$ cat src/rtl/mem_port_pkg.sv
// Shared types for the memory-arbiter requester port.
// Descriptor layout, error codes and FSM states.
package mem_port_pkg;

  localparam int ADDR_W     = 48;
  localparam int LEN_W      = 32;
  localparam int DESC_TAG_W = 4;

  typedef enum logic [1:0] {
    ERR_OK,
    ERR_BAD_LEN,
    ERR_MISALIGN,
    ERR_TIMEOUT
  } err_e;

  typedef enum logic [1:0] {
    S_IDLE,
    S_REQ,
    S_CPL
  } state_e;

  typedef struct packed {
    logic                  rw;
    logic [ADDR_W-1:0]     addr;
    logic [LEN_W-1:0]      len;
    logic [DESC_TAG_W-1:0] tag;
  } desc_t;

endpackage

$ cat src/rtl/mem_cmd_fifo.sv
// In-order descriptor FIFO with registered push_ready.
// A full FIFO refuses a push even when a pop happens the same cycle.
module mem_cmd_fifo
  import mem_port_pkg::*;
#(
  parameter int DEPTH = 4
) (
  input  logic  clk,
  input  logic  rst_n,
  input  logic  push_valid,
  output logic  push_ready,
  input  desc_t push_data,
  input  logic  pop,
  output logic  empty,
  output desc_t head
);

  localparam int PW = $clog2(DEPTH);

  logic [PW-1:0] wr_q, wr_d;
  logic [PW-1:0] rd_q, rd_d;
  logic [PW:0]   cnt_q, cnt_d;
  logic          rdy_q, rdy_d;
  desc_t         mem_q [DEPTH];

  logic push;
  logic pop_ok;

  assign push   = push_valid && rdy_q;
  assign pop_ok = pop && (cnt_q != '0);

  always_comb begin
    wr_d  = wr_q + PW'(push);
    rd_d  = rd_q + PW'(pop_ok);
    cnt_d = cnt_q + (PW+1)'(push) - (PW+1)'(pop_ok);
    rdy_d = (cnt_d != (PW+1)'(DEPTH));
  end

  always_ff @(posedge clk or negedge rst_n) begin
    if (!rst_n) begin
      wr_q  <= '0;
      rd_q  <= '0;
      cnt_q <= '0;
      rdy_q <= 1'b1;
    end else begin
      wr_q  <= wr_d;
      rd_q  <= rd_d;
      cnt_q <= cnt_d;
      rdy_q <= rdy_d;
    end
  end

  always_ff @(posedge clk or negedge rst_n) begin
    if (!rst_n) begin
      for (int i = 0; i < DEPTH; i++) begin
        mem_q[i] <= '0;
      end
    end else if (push) begin
      mem_q[wr_q] <= push_data;
    end
  end

  assign push_ready = rdy_q;
  assign empty      = (cnt_q == '0);
  assign head       = mem_q[rd_q];

endmodule

$ cat src/rtl/mem_port_initiator.sv
// Requester engine: FIFO, validation, hold-until-ack request, tagged completion.
// Define MEM_PORT_TIMEOUT_EN to build the REQ-phase ack watchdog.
module mem_port_initiator
  import mem_port_pkg::*;
#(
  parameter int N           = 4096,
  parameter int DEPTH       = 4,
  parameter int TAG_W       = mem_port_pkg::DESC_TAG_W,
  parameter int TIMEOUT_CYC = 1024
) (
  input  logic              clk,
  input  logic              rst_n,
  input  logic              cmd_valid,
  output logic              cmd_ready,
  input  logic              cmd_rw,
  input  logic [ADDR_W-1:0] cmd_addr,
  input  logic [LEN_W-1:0]  cmd_len,
  input  logic [TAG_W-1:0]  cmd_tag,
  output logic              req,
  output logic              rw,
  output logic [ADDR_W-1:0] addr,
  output logic [LEN_W-1:0]  len,
  input  logic              ack,
  output logic              cpl_valid,
  output logic [TAG_W-1:0]  cpl_tag,
  output logic              cpl_rw,
  output logic [1:0]        cpl_err,
  output logic              busy,
  output logic              spurious_ack
);

  if (DEPTH < 2 || (DEPTH & (DEPTH - 1)) != 0 || TIMEOUT_CYC < 2)
  begin : g_bad_cfg
    $error("mem_port_initiator: bad DEPTH or TIMEOUT_CYC");
  end

  state_e state_q, state_d;
  desc_t  hold_q, hold_d;
  err_e   err_q, err_d;
  logic   spur_q, spur_d;
  logic   pop;
  logic   empty;
  desc_t  head;
  desc_t  push_data;

  assign push_data = '{
    rw:   cmd_rw,
    addr: cmd_addr,
    len:  cmd_len,
    tag:  DESC_TAG_W'(cmd_tag)
  };

  mem_cmd_fifo #(
    .DEPTH(DEPTH)
  ) u_fifo (
    .clk       (clk),
    .rst_n     (rst_n),
    .push_valid(cmd_valid),
    .push_ready(cmd_ready),
    .push_data (push_data),
    .pop       (pop),
    .empty     (empty),
    .head      (head)
  );

`ifdef MEM_PORT_TIMEOUT_EN
  localparam int CW = $clog2(TIMEOUT_CYC);
  localparam int CNT_W = (CW > 11) ? CW : 11;
  logic [CNT_W-1:0] cnt_q, cnt_d;
  logic             expired;

  assign expired = (cnt_q == CNT_W'(TIMEOUT_CYC - 1));

  always_ff @(posedge clk or negedge rst_n) begin
    if (!rst_n) cnt_q <= '0;
    else        cnt_q <= cnt_d;
  end
`endif

  always_comb begin
    state_d = state_q;
    hold_d  = hold_q;
    err_d   = err_q;
    pop     = 1'b0;
    spur_d  = spur_q | (ack && state_q != S_REQ);
`ifdef MEM_PORT_TIMEOUT_EN
    cnt_d   = cnt_q;
`endif
    unique case (state_q)
      S_IDLE: begin
        if (!empty) begin
          pop    = 1'b1;
          hold_d = head;
`ifdef MEM_PORT_TIMEOUT_EN
          cnt_d  = '0;
`endif
          // Length errors take precedence over alignment errors
          if (head.len == '0 || head.len > LEN_W'(N)) begin
            err_d   = ERR_BAD_LEN;
            state_d = S_CPL;
          end else if (head.addr[2:0] != 3'd0) begin
            err_d   = ERR_MISALIGN;
            state_d = S_CPL;
          end else begin
            err_d   = ERR_OK;
            state_d = S_REQ;
          end
        end
      end
      S_REQ: begin
        if (ack) begin
          err_d   = ERR_OK;
          state_d = S_CPL;
`ifdef MEM_PORT_TIMEOUT_EN
        end else if (expired) begin
          err_d   = ERR_TIMEOUT;
          state_d = S_CPL;
        end else begin
          cnt_d   = cnt_q + 1'b1;
`endif
        end
      end
      S_CPL: begin
        state_d = S_IDLE;
      end
      default: begin
        state_d = S_IDLE;
      end
    endcase
  end

  always_ff @(posedge clk or negedge rst_n) begin
    if (!rst_n) begin
      state_q <= S_IDLE;
      hold_q  <= '0;
      err_q   <= ERR_OK;
      spur_q  <= 1'b0;
    end else begin
      state_q <= state_d;
      hold_q  <= hold_d;
      err_q   <= err_d;
      spur_q  <= spur_d;
    end
  end

  assign req          = (state_q == S_REQ);
  assign rw           = req ? hold_q.rw : 1'b0;
  assign addr         = req ? hold_q.addr : '0;
  assign len          = req ? hold_q.len : '0;
  assign cpl_valid    = (state_q == S_CPL);
  assign cpl_tag      = cpl_valid ? TAG_W'(hold_q.tag) : '0;
  assign cpl_rw       = cpl_valid ? hold_q.rw : 1'b0;
  assign cpl_err      = cpl_valid ? err_q : ERR_OK;
  assign busy         = !empty || (state_q != S_IDLE);
  assign spurious_ack = spur_q;

endmodule
$ cat config.mk
export PLATFORM = sky130hd
export DESIGN_NAME = mem_port_initiator
export DESIGN_NICKNAME = d
export VERILOG_FILES = /design/src/rtl/mem_port_pkg.sv /design/src/rtl/mem_cmd_fifo.sv /design/src/rtl/mem_port_initiator.sv
export SDC_FILE = /design/constraint.sdc
export NUM_CORES = 1
export LEC_CHECK = 0
export ABC_CLOCK_PERIOD_IN_PS = 3020
export CAP_MARGIN = 20
export CORE_MARGIN = 5
export CORE_UTILIZATION = 51
export CTS_BUF_LIST = sky130_fd_sc_hd__clkbuf_4
export DETAILED_ROUTE_END_ITERATION = 16
export GPL_ROUTABILITY_DRIVEN = 1
export PLACE_DENSITY_LB_ADDON = 0.3
export SLEW_MARGIN = 40
export SYNTH_ARGS = -nofsm -noshare
export SYNTH_HDL_FRONTEND = slang
export SYNTH_SLANG_ARGS = --single-unit
$ cat constraint.sdc
create_clock -name clk -period 3.02 [get_ports clk]
set_clock_uncertainty 0.05 [all_clocks]
set_input_delay 0.302 -clock clk [delete_from_list [all_inputs] [get_ports clk]]
set_output_delay 0.302 -clock clk [all_outputs]
set_load 0.01 [all_outputs]
* Yosys cells after proc, flatten, opt, wreduce, memory -nomap -nowiden
Index checks and enable logic that the tools add are counted.
** Word-level totals
- Register bits after elaboration :: 438
- Input bits :: 89
- Output and inout bits :: 93
** Operators by class
- $add $sub $neg :: 4
- $lt $le $gt $ge :: 4
- Eq/ne operators :: 6
- Muxes and demuxes :: 24
- Bitwise gates (word level) :: 4
- Reduce and logical (&&, ||, !) cells :: 17
** Operator list (count)
- $bwmux W340 :: 1
- $mux W85 :: 3
- $bmux W85 S2 :: 1
- $demux W85 S2 :: 1
- $mux W48 :: 1
- $gt A32 B13 Y1 const B :: 1
- $logic_not A32 Y1 :: 1
- $mux W32 :: 1
- $mux W2 :: 9
- $pmux W2 S2 :: 2
- $ge A3 B3 Y1 const B :: 2
- $not A2 Y3 :: 2
- $reduce_bool A3 Y1 :: 2
- $add A2 B1 Y2 :: 2
- $logic_and A1 B1 Y1 :: 4
- $mux W1 :: 4
- $mux W4 :: 1
- $ne A2 B1 Y1 const B :: 2
- $reduce_and A2 Y1 :: 2
- $reduce_bool A2 Y1 :: 2
- $add A3 B1 Y3 :: 1
- $logic_not A3 Y1 :: 1
- $lt A3 B1 Y1 const B :: 1
- $ne A3 B3 Y1 const B :: 1
- other kinds (10) :: 11

* Depth between registers and ports, before layout
Gate-level depths: netlist of the first run.
- Word-level depth :: 9
- Depth in mapped cells :: 13

* Hierarchy
A second synthesis of the first run with hierarchy kept.
** Unflattened totals
- Cell total of the unflattened synthesis :: 1166
- Area total of the unflattened synthesis :: 19077.0 sq um
** By module, submodules not included
- mem_cmd_fifo :: instances 1, cells each 850, area an instance 14974.4 sq um, sequential area each 8709.6 sq um
- mem_port_initiator :: instances 1, cells each 316, area an instance 4102.7 sq um, sequential area each 2252.2 sq um

* Worst setup path before layout of the first run
No wires, ideal clock.
- Kind :: flip-flop to flip-flop
- Start point :: register u_fifo.cnt_q[1]
- End point :: register u_fifo.rdy_q, in the netlist u_fifo.push_ready
- Library setup time :: 0.086 ns
- Data arrival time :: 2.518 ns
- Data required time :: 2.884 ns
- Slack :: 0.365 ns
- Cell stages (with the launch flop) :: 14
- Clock period less this slack :: 2.655 ns
- Cell sequence :: dfrtp_1 -> nor3_1 -> nand2b_1 -> clkbuf_1 -> inv_2 -> clkbuf_1 -> ha_1 -> inv_1 -> ha_1 -> inv_1 -> fa_1 -> xnor2_1 -> xnor2_1 -> nand3b_1
** Between the ends
- Word-level cells in the longest chain between the ends :: 6
- Elaborated cells between the ends (all ways) :: 8
** RTL lines
- from (decl) :: line mem_cmd_fifo.sv:22 : logic [PW:0] cnt_q, cnt_d;
- from (signal assigned) :: line mem_cmd_fifo.sv:48 : cnt_q <= cnt_d;
- $logic_not A3 Y1 :: line mem_cmd_fifo.sv:64 : assign empty = (cnt_q == '0);
- $mux W1 :: line mem_port_initiator.sv:91 : if (!empty) begin
- $mux W1 :: line mem_port_initiator.sv:89 : unique case (state_q)
- net pop :: line mem_port_initiator.sv:41 : logic pop;
- $logic_and A1 B1 Y1 :: line mem_cmd_fifo.sv:30 : assign pop_ok = pop && (cnt_q != '0);
- $sub A3 B1 Y3 :: line mem_cmd_fifo.sv:35 : cnt_d = cnt_q + (PW+1)'(push) - (PW+1)'(pop_ok);
- net u_fifo.cnt_d[2] :: line mem_cmd_fifo.sv:22
- $ne A3 B3 Y1 :: line mem_cmd_fifo.sv:36 : rdy_d = (cnt_d != (PW+1)'(DEPTH));
- net u_fifo.rdy_d :: line mem_cmd_fifo.sv:23 : logic rdy_q, rdy_d;
- to (signal assigned) :: line mem_cmd_fifo.sv:49 : rdy_q <= rdy_d;
- to (decl) :: line mem_cmd_fifo.sv:23
The timed path passes the listed nets, and every way through them passes these cells.
A chain may end at the register's enable or synchronous reset.

* Worst setup path after layout of the first run
- Start point :: register state_q[1]
- End point :: output port addr[0]
** Between the ends
- Word-level cells in the longest chain between the ends :: 2
** RTL lines
- from (decl) :: line mem_port_initiator.sv:37 : state_e state_q, state_d;
- from (signal assigned) :: line mem_port_initiator.sv:139 : state_q <= state_d;
- $eq A2 B1 Y1 :: line mem_port_initiator.sv:146 : assign req = (state_q == S_REQ);
- $mux W48 :: line mem_port_initiator.sv:148 : assign addr = req ? hold_q.addr : '0;
- to (decl) :: line mem_port_initiator.sv:21 : output logic [ADDR_W-1:0] addr,
Every way passes these cells.

==> results of run 1 <==
## worst min path at each step
stage,to,slack [ns],cells after the start
6_report,u_fifo.mem_q[275],0.14,2
5_1_grt,u_fifo.mem_q[122],0.09,2
4_1_cts,u_fifo.mem_q[37],0.03,2
3_5_place_dp,hold_q[46],0.29,1
3_3_place_gp,hold_q[48],0.28,1
2_1_floorplan,err_q[0],-0.04,0
## flip-flops by register name (all words and copies together), names as in the netlist
name               count
u_fifo.push_ready      1
err_q                  2
spurious_ack           1
u_fifo.rd_q            2
u_fifo.cnt_q           3
u_fifo.wr_q            2
u_fifo.mem_q         340
hold_q                85
state_q                2
## through the flow
step | std cells | setup TNS (ns) | hold slack (ns)
4_1_cts | 2129 | -0.0446 | 0.0300
3_5_place_dp | 1935 | 0 | 0.289
3_3_place_gp | 1935 | 0 | 0.284
2_1_floorplan | 1339 | 0 | -0.0436
6_report | 2131 | 0 | 0.144
5_1_grt | 2131 | -0.276 | 0.0949
## critical path, cell delays in order (launching register included)
cell	delay (ns)
dfrtp_1	0.38
nand2b_1	0.20
inv_2	0.10
buf_8	0.25
and2_1	0.24
clkdlybuf4s50_1	0.56
## where the power goes
part	internal (uW)	leakage (uW)	switching [uW]	total [uW]
Combinational	4470	0.00405	4000	8470
Clock	2810	0.000856	2270	5090
Sequential	8900	0.00524	1590	10500
Total	16200	0.0102	7870	24000
## layer usage
layer | vias up | wire (um) | global-route usage [%]
li1 | 5245 | - | -
met4 | 6 | 666 | 6.04
met5 | - | 44 | 0
met1 | 6131 | 18400 | 28.7
met2 | 281 | 21400 | 36.0
met3 | 55 | 1980 | 4.87
## layout by cell type, fill, tap and decap left out, drive strengths merged, types with 3 or more instances in the layout
cell type / count
buf: 33
ha: 4
bufinv: 4
clkdlybuf4s50: 179
inv: 7
clkinv: 21
mux2: 340
clkbuf: 165
dfrtp: 437
nor4: 7
nand3b: 3
mux4: 85
nand2: 255
nor2: 3
and2: 89
## layout make-up
type	count	area share, %
antenna	2	0.0219
clock buffer	165	5.41
clock inverter	26	0.913
inverter	7	0.120
multi-input combinational	810	33.2
sequential	438	47.9
tap	468	2.56
timing repair buffer	215	9.85
## timing repair
action,CTS,global route
cloned,0,0
resized for setup,2,2
hold buffers,3,0
setup endpoints to repair,61,23
hold endpoints to repair,320,0
## cells by family (layout without fill, tap and decap cells)
group / count (synthesis) / count (layout) / share of synthesized area [%]
flops: 438 / 438 / 57.9
mux: 425 / 425 / 30.3
simple gates: 368 / 368 / 8.88
buf+inv: 91 / 413 / 2.09
compound gates: 8 / 8 / 0.277
fa+ha+maj: 5 / 5 / 0.370
xor+xnor: 4 / 4 / 0.185
other cells: 0 / 2 / 0
==> impl_metrics.tcl, run 1 <==
set metrics [dict create \
    post-cts-setup-buffers 0 \
    hp-start "cmd_len[16]" \
    synth_top_area_share_pct 57.7 \
    maxCapViolations 0 \
    dr.pass1.iters 6 \
    synth_warnings 0 \
    ys_ff_latch 438 \
    grt.overflow.total 0 \
    synth_most_common_cell "dfrtp_1" \
    die_h_um 203 \
    finalHoldViolCount 0 \
    die-area_um2 41100 \
    synth_common_cells "437 x dfrtp_1, 340 x mux2_1, 255 x nand2_1" \
    synthArstFlopShare_pct 100 \
    pre_cts_slack_ns 0.361 \
    drive_gt1_share_pct 18.2 \
    required_ns 2.67 \
    startpoint_type "flop" \
    outcome "complete, no violations" \
    rows 70 \
    clock_path_buffers 3 \
    r2r_start "u_fifo.rd_q[0]" \
    end_kind "primary output" \
    rsz0062_at_grt "yes" \
    fp.dieW_um 203 \
    p_total_uw 24000 \
    cts_made_buffers 111 \
    start_util_pct 51.7 \
    tightest_slew_ns 0.798 \
    ff2ff_path_depth 6 \
    slew_headroom_pct 46.8 \
    worst-setup-path-type "reg2out" \
    gp_congestion 0.749 \
    rr_endpoint "err_q[1]" \
    portBuffers 181 \
    finalNetCount 1677 \
    arrival_ns 2.54 \
    synth_edf_count 0 \
    num-fill-cells 2832 \
    routed_via_density 5.50 \
    grt_max_degree 89 \
    clock_latency_ns 0.78 \
    synth-seq-area-share_pct 57.9 \
    wl_um 42500 \
    slew_violations 0 \
    report.final.setup_viol 0 \
    drc 0 \
    syn2layout_area_growth_pct 20.9 \
    setup_slack_ns 0.132 \
    grt_first_pass_wirelength_um 70500 \
    ys.flop_type "dfrtp_1" \
    antenna_found_initial 5 \
    cts_root_buf "clkbuf_4" \
    syn-cell-area_um2 18900 \
    h-tree-depth 3 \
    critPathLaunch "state_q[1]" \
    cts_tree "built" \
    max_freq_mhz 346 \
    syn_inst 1339 \
    hold_path_class "in2reg" \
    clkSlewWorstSetupHoldPaths_ns 0.06 \
    grt_pass1_vias 12900 \
    p_per_area_nw_per_um2 1050 \
    vdd_drop_max_mv 0.415 \
    hpwl_um 26600 \
    drtAntennaViolNets 0 \
    seqCellArea_um2 11000 \
    yosys-top-cells-area "dfrtp_1 58%, mux2_1 20%, mux4_2 10%" \
    grt_use_total_pct 21.5 \
    synth_cell_type_count 35 \
    reg2reg_setup_slack_ns 0.38 \
    pin_count 182 \
    wl_per_cell_um 19.9 \
    finalInstanceArea_um2 22900 \
    final.period_utilization_pct 95.6 \
    placement.cell_area_um2 21400 \
    drt_iter0_markers 421 \
    crit_fanout 47 \
    synth.largest_area_cell "dfrtp_1" \
    coreArea_um2 36600 \
    synth_fp_nets 1433 \
    final_util_pct 62.5 \
    multi_input_area_um2 7610 \
    vias 11700 \
    leakage_uw 0.0102 \
    period_needed_ns 2.89 \
    crit_path_end "addr[0]" \
    synth.avg_cell_area_um2 14.1 \
    cts_sinks 438 \
]
(Power assumes the default switching activity.)
==> run 2, diff against run 1 <==
- MAX_ROUTING_LAYER: unset -> met4
==> run 2 against run 1 <==
Routed wire length down 0.19%. Sequential share of layout area barely moved. Power hardly changed. Utilization about the same. Highest routed layer is now met4. Count of clock-buffer cells in the layout stayed put. Global-route usage grew 0.65 points. Largest power group unchanged. Via count is 0.53% lower.
==> impl_metrics.tcl, run 2 (same netlist as run 1, synthesis figures left out) <==
set metrics [dict create \
    outcome "complete, no violations" \
    report.final.setup_viol 0 \
    final.period_utilization_pct 95.8 \
    finalInstanceArea_um2 22900 \
    dr.pass1.iters 5 \
    leakage_uw 0.0102 \
    final_common_cell "dfrtp_1" \
    required_ns 2.67 \
    largest_registers "u_fifo.mem_q (340), hold_q (85), u_fifo.cnt_q (3)" \
    fp.dieW_um 203 \
    end_kind "primary output" \
    placement.cell_area_um2 21400 \
    clkPwrFrac_pct 21.2 \
    die-area_um2 41100 \
    hpwl_um 26600 \
    power.switching_uw 7860 \
    wl_um 42400 \
    layout_common_cells "435 x dfrtp_1, 340 x mux2_1, 255 x nand2_1" \
    drtAntennaViolNets 0 \
    cts_root_buf "clkbuf_4" \
    max_flop_register "u_fifo.mem_q" \
    grt_use_total_pct 22.2 \
    drt_iter0_markers 448 \
    routed_via_density 5.46 \
    grt_pass1_vias 12900 \
    wl_per_cell_um 19.9 \
    finalHoldViolCount 0 \
    rsz0062_at_grt "yes" \
    setup_slack_ns 0.126 \
    hold_path_class "in2reg" \
    finalNonFillerCells 2133 \
    syn2layout_area_growth_pct 20.9 \
    die_h_um 203 \
    gp_congestion 0.759 \
    fin_setup_tns_ns 0 \
    max_freq_mhz 346 \
    grt.overflow.total 0 \
    switching_share_pct 32.7 \
    start_util_pct 51.7 \
    worst-setup-path-type "reg2out" \
    largest_reg_flops 340 \
    drive_gt1_share_pct 18.2 \
    power_frac_seq_pct 43.6 \
    cts_sinks 438 \
    p_comb_share_pct 35.2 \
    maxCapViolations 0 \
    crit_fanout 47 \
    startpoint_type "flop" \
    post-cts-setup-buffers 0 \
    tightest_slew_ns 0.796 \
    pre_cts_slack_ns 0.361 \
    drc 0 \
    clock_path_buffers 3 \
    grt_first_pass_wirelength_um 70500 \
    cts_tree "built" \
    p_int_uw 16200 \
    cts_made_buffers 111 \
    arrival_ns 2.54 \
    finalNetCount 1677 \
    portBuffers 181 \
    antenna_found_initial 4 \
    slew_headroom_pct 46.9 \
    coreArea_um2 36600 \
    pin_count 182 \
    placed_cells 1935 \
    rows 70 \
    clock_latency_ns 0.78 \
    h-tree-depth 3 \
    grt_max_degree 89 \
    vias 11700 \
    period_needed_ns 2.89 \
    vdd_drop_max_mv 0.414 \
    slew_violations 0 \
    p_per_area_nw_per_um2 1050 \
    clkSlewWorstSetupHoldPaths_ns 0.06 \
]
==> run 2: repair_timing <==
action                                  4_1_cts  5_1_grt
gates resized for setup                       2        2
hold buffers                                  3        0
endpoints found under the setup margin       61       23
endpoints found under the hold margin       320        0
==> run 2: area by class of cell <==
type,count,area (um^2)
Antenna cell,4,10.0
Clock buffer,165,1240
Clock inverter,26,209
Fill cell,2832,13700
Inverter,7,27.5
Multi-Input combinational cell,810,7610
Sequential cell,438,11000
Tap cell,468,586
Timing Repair Buffer,215,2250
==> run 2: final timing paths <==
check                                     from                end  slack (ns)  cells past startpoint
worst max-delay path                state_q[1]            addr[0]        0.13                      5
worst min-delay path               cmd_len[16]  u_fifo.mem_q[275]        0.14                      2
worst max register to register  u_fifo.rd_q[0]           err_q[1]        0.37                      6
worst min register to register      hold_q[65]         hold_q[65]        0.42                      2
max in group asynchronous                rst_n  u_fifo.mem_q[177]        1.46                      4
min in group asynchronous                rst_n  u_fifo.mem_q[133]        0.56                      3
==> run 2: power groups by stage <==
| stage | sequential, uW | combinational (uW) | clock, uW |
|---|---|---|---|
| global route | 10800 | 9450 | 5600 |
| detailed placement | 10600 | 8610 | 0 |
| CTS | 10500 | 8650 | 5280 |
| finish | 10500 | 8460 | 5080 |
| floorplan | 9870 | 6690 | 0 |
| global placement | 10400 | 8320 | 0 |
==> run 2: routing by layer <==
layer / vias up / track usage [%] / share of wire, %
met2: 285 / 36.1 / 50
met1: 6076 / 28.8 / 43
met4: 0 / 6.04 / 1.5
li1: 5244 / - / -
met3: 51 / 4.62 / 4.9
met5: - / - / 0
==> run 2: stage by stage <==
step,total power (uW),utilization (%),hold WS [ns]
5_1_grt,25900,62.6,0.0951
4_1_cts,24400,62.5,0.0300
3_5_place_dp,19200,58.5,0.289
6_report,24000,62.6,0.143
3_3_place_gp,18700,58.5,0.284
2_1_floorplan,16600,-,-0.0436
==> run 2: worst max-delay path, cell delays in order, from the launching register on <==
cell	delay [ns]
dfrtp_1	0.39
nand2b_1	0.20
inv_2	0.10
buf_8	0.25
and2_1	0.24
clkdlybuf4s50_1	0.56
==> run 3, diff against run 2 <==
- CTS_CLUSTER_DIAMETER: unset -> 120
- TNS_END_PERCENT: unset -> 100
==> results of run 3 <==
Final layout, timing and power as in run 2 (identical DEF).
==> RTL edit: new RTL, config.mk and constraints of run 2 <==
`DEPTH` is set to 4 in 2 places; all go to 2.
--- a/src/rtl/mem_cmd_fifo.sv
+++ b/src/rtl/mem_cmd_fifo.sv
@@ -3,7 +3,7 @@
 module mem_cmd_fifo
   import mem_port_pkg::*;
 #(
-  parameter int DEPTH = 4
+  parameter int DEPTH = 2
 ) (
   input  logic  clk,
   input  logic  rst_n,
--- a/src/rtl/mem_port_initiator.sv
+++ b/src/rtl/mem_port_initiator.sv
@@ -4,7 +4,7 @@
   import mem_port_pkg::*;
 #(
   parameter int N           = 4096,
-  parameter int DEPTH       = 4,
+  parameter int DEPTH       = 2,
   parameter int TAG_W       = mem_port_pkg::DESC_TAG_W,
   parameter int TIMEOUT_CYC = 1024
 ) (
Function: changed (Yosys sat finds a counterexample within 4 cycles, from zero or initial values and one cycle with rst_n low).
==> RTL edit against run 2 <==
Sequential cell count down 173; total power down 41%; area after synthesis down 40%; critical path type unchanged; global-route usage down 2.0 points; core utilization up 3.2 points; routed wire length down 42%; cell area down 37%; synthesized cell count down 33%; sequential power down 38%; maximum frequency up 3.0%; setup slack better by 0.085 ns; largest cell class unchanged; register-to-register slack better by 0.38 ns; critical path depth unchanged.
==> RTL edit: results (changes against run 2) <==
rr_worst_depth: 5  # was 6
status: "complete, no violations"  # unchanged
largest_register_ff_count: 170  # was 340
arrival_ns: 2.46  # was 2.54 ns
yosys.cell_types.count: 36  # was 35
grt_pass1_wl_um: 41400  # was 70500 um
slew_headroom: 0.510  # was 0.469
nFillCells: 1717  # was 2832
reg2reg_to: "err_q[0]"  # was err_q[1]
drive_gt1_frac: 0.244  # was 0.182
drt_pass1_iterations: 4  # was 5
reg2reg_slack_ns: 0.75  # was 0.37 ns
cp_max_fo: 37  # was 47
ys_top_cells_by_area: "dfrtp_1, mux2_2, mux2i_1, and2_1, nand2_1"  # was dfrtp_1, mux2_1, mux4_2, nand2_1, and2_1
grt_pass1_vias: 8089  # was 12.9k
ctsHoldBuffers: 1  # was 3
clk_latency_ns: 0.64  # was 0.78 ns
hp-class: "in -> async"  # was in -> reg
vdd.ir_drop.worst_mv: 0.726  # was 0.414 mV
fin_nets: 1207  # was 1677
numCtsBuffers: 69  # was 111
seq_area_frac_synth: 0.586  # was 0.579
wire_per_inst_um: 17.1  # was 19.9 um
yosys-top-cells-count: "dfrtp_1, mux2_2, nand2_1"  # was dfrtp_1, mux2_1, nand2_1
drt-vias-per-instance: 5.21  # was 5.46
cts-resized-gates: 0  # was 2
synth_fp_nets: 990  # was 1433
dp_hpwl_um: 16000  # was 26600 um
reg.largest.list: "u_fifo.mem_q (170), hold_q (85)"  # was u_fifo.mem_q (340), hold_q (85), u_fifo.cnt_q (3)
antenna_found_initial: 2  # was 4
drt_iter0_markers: 349  # was 448
RTL edit: cell types whose count changed in the layout (fill, tap and decap cells not counted), moves of 4 or more:
cell / run 2 / this run
mux4_2: 85 / 0
mux2i_1: 0 / 85
clkinv_1: 18 / 7
buf_12: 13 / 6
nand2_1: 255 / 93
dfrtp_1: 435 / 263
bufinv_16: 4 / 0
o21ai_0: 0 / 29
mux2_1: 340 / 21
mux2_2: 0 / 149
nor4_1: 4 / 12
clkbuf_4: 165 / 102
o21ai_1: 2 / 56
RTL edit: worst max-delay path by stage:
stage | endpoint | cells after the start | start
global route | addr[19] | 5 | state_q[1]
floorplan | u_fifo.mem_q[89] | 5 | u_fifo.push_ready
global placement | u_fifo.mem_q[132] | 5 | cmd_valid
CTS | addr[22] | 5 | state_q[1]
detailed placement | u_fifo.mem_q[137] | 5 | cmd_valid
finish | addr[22] | 5 | state_q[1]
RTL edit: area by class of cell:
type,instances,area share
Multi-Input combinational cell,570,0.312
Inverter,6,0.00157
Tap cell,280,0.0244
Timing Repair Buffer,202,0.144
Clock inverter,7,0.00183
Sequential cell,265,0.462
Antenna cell,2,0.000349
Clock buffer,102,0.0533
RTL edit: critical path, stage by stage, from the launching register on:
cell	delay, ns
dfrtp_1	0.38
nand2b_1	0.19
inv_2	0.10
buf_4	0.35
and2_1	0.23
clkdlybuf4s50_1	0.56
RTL edit: power breakdown:
part / switching, mW / total, mW / internal [mW]
clock: 1.35 / 2.87 / 1.52
combinational: 2.27 / 4.80 / 2.53
sequential: 1.07 / 6.47 / 5.39
RTL edit: cell families (layout without fill, tap and decap cells):
kind of cell,after synthesis,count (layout),synth area share
compound gates,99,99,0.0474
xor+xnor,3,3,0.00232
fa+ha+maj,4,4,0.00442
buf+inv,62,317,0.0216
flops,265,265,0.586
mux,255,255,0.244
other cells,0,2,0
simple gates,209,209,0.0942
RTL edit: stage by stage:
stage	util	cell area (um^2)	hold WS (ns)	worst slack (ns)	std cells
after global placement	0.620	13500	0.365	0.735	1321
after detailed placement	0.620	13500	0.378	0.708	1321
after floorplan	-	11300	-0.0436	0.917	897
after CTS	0.656	14300	0.197	0.139	1431
final	0.658	14400	0.0957	0.210	1434
after global routing	0.658	14400	0.0845	0.0641	1434
RTL edit: routing by layer:
metal  track usage  part of all wire
met1         0.264              0.46
met2         0.308              0.47
met3        0.0590             0.060
met4        0.0640             0.014
met5             -                 0
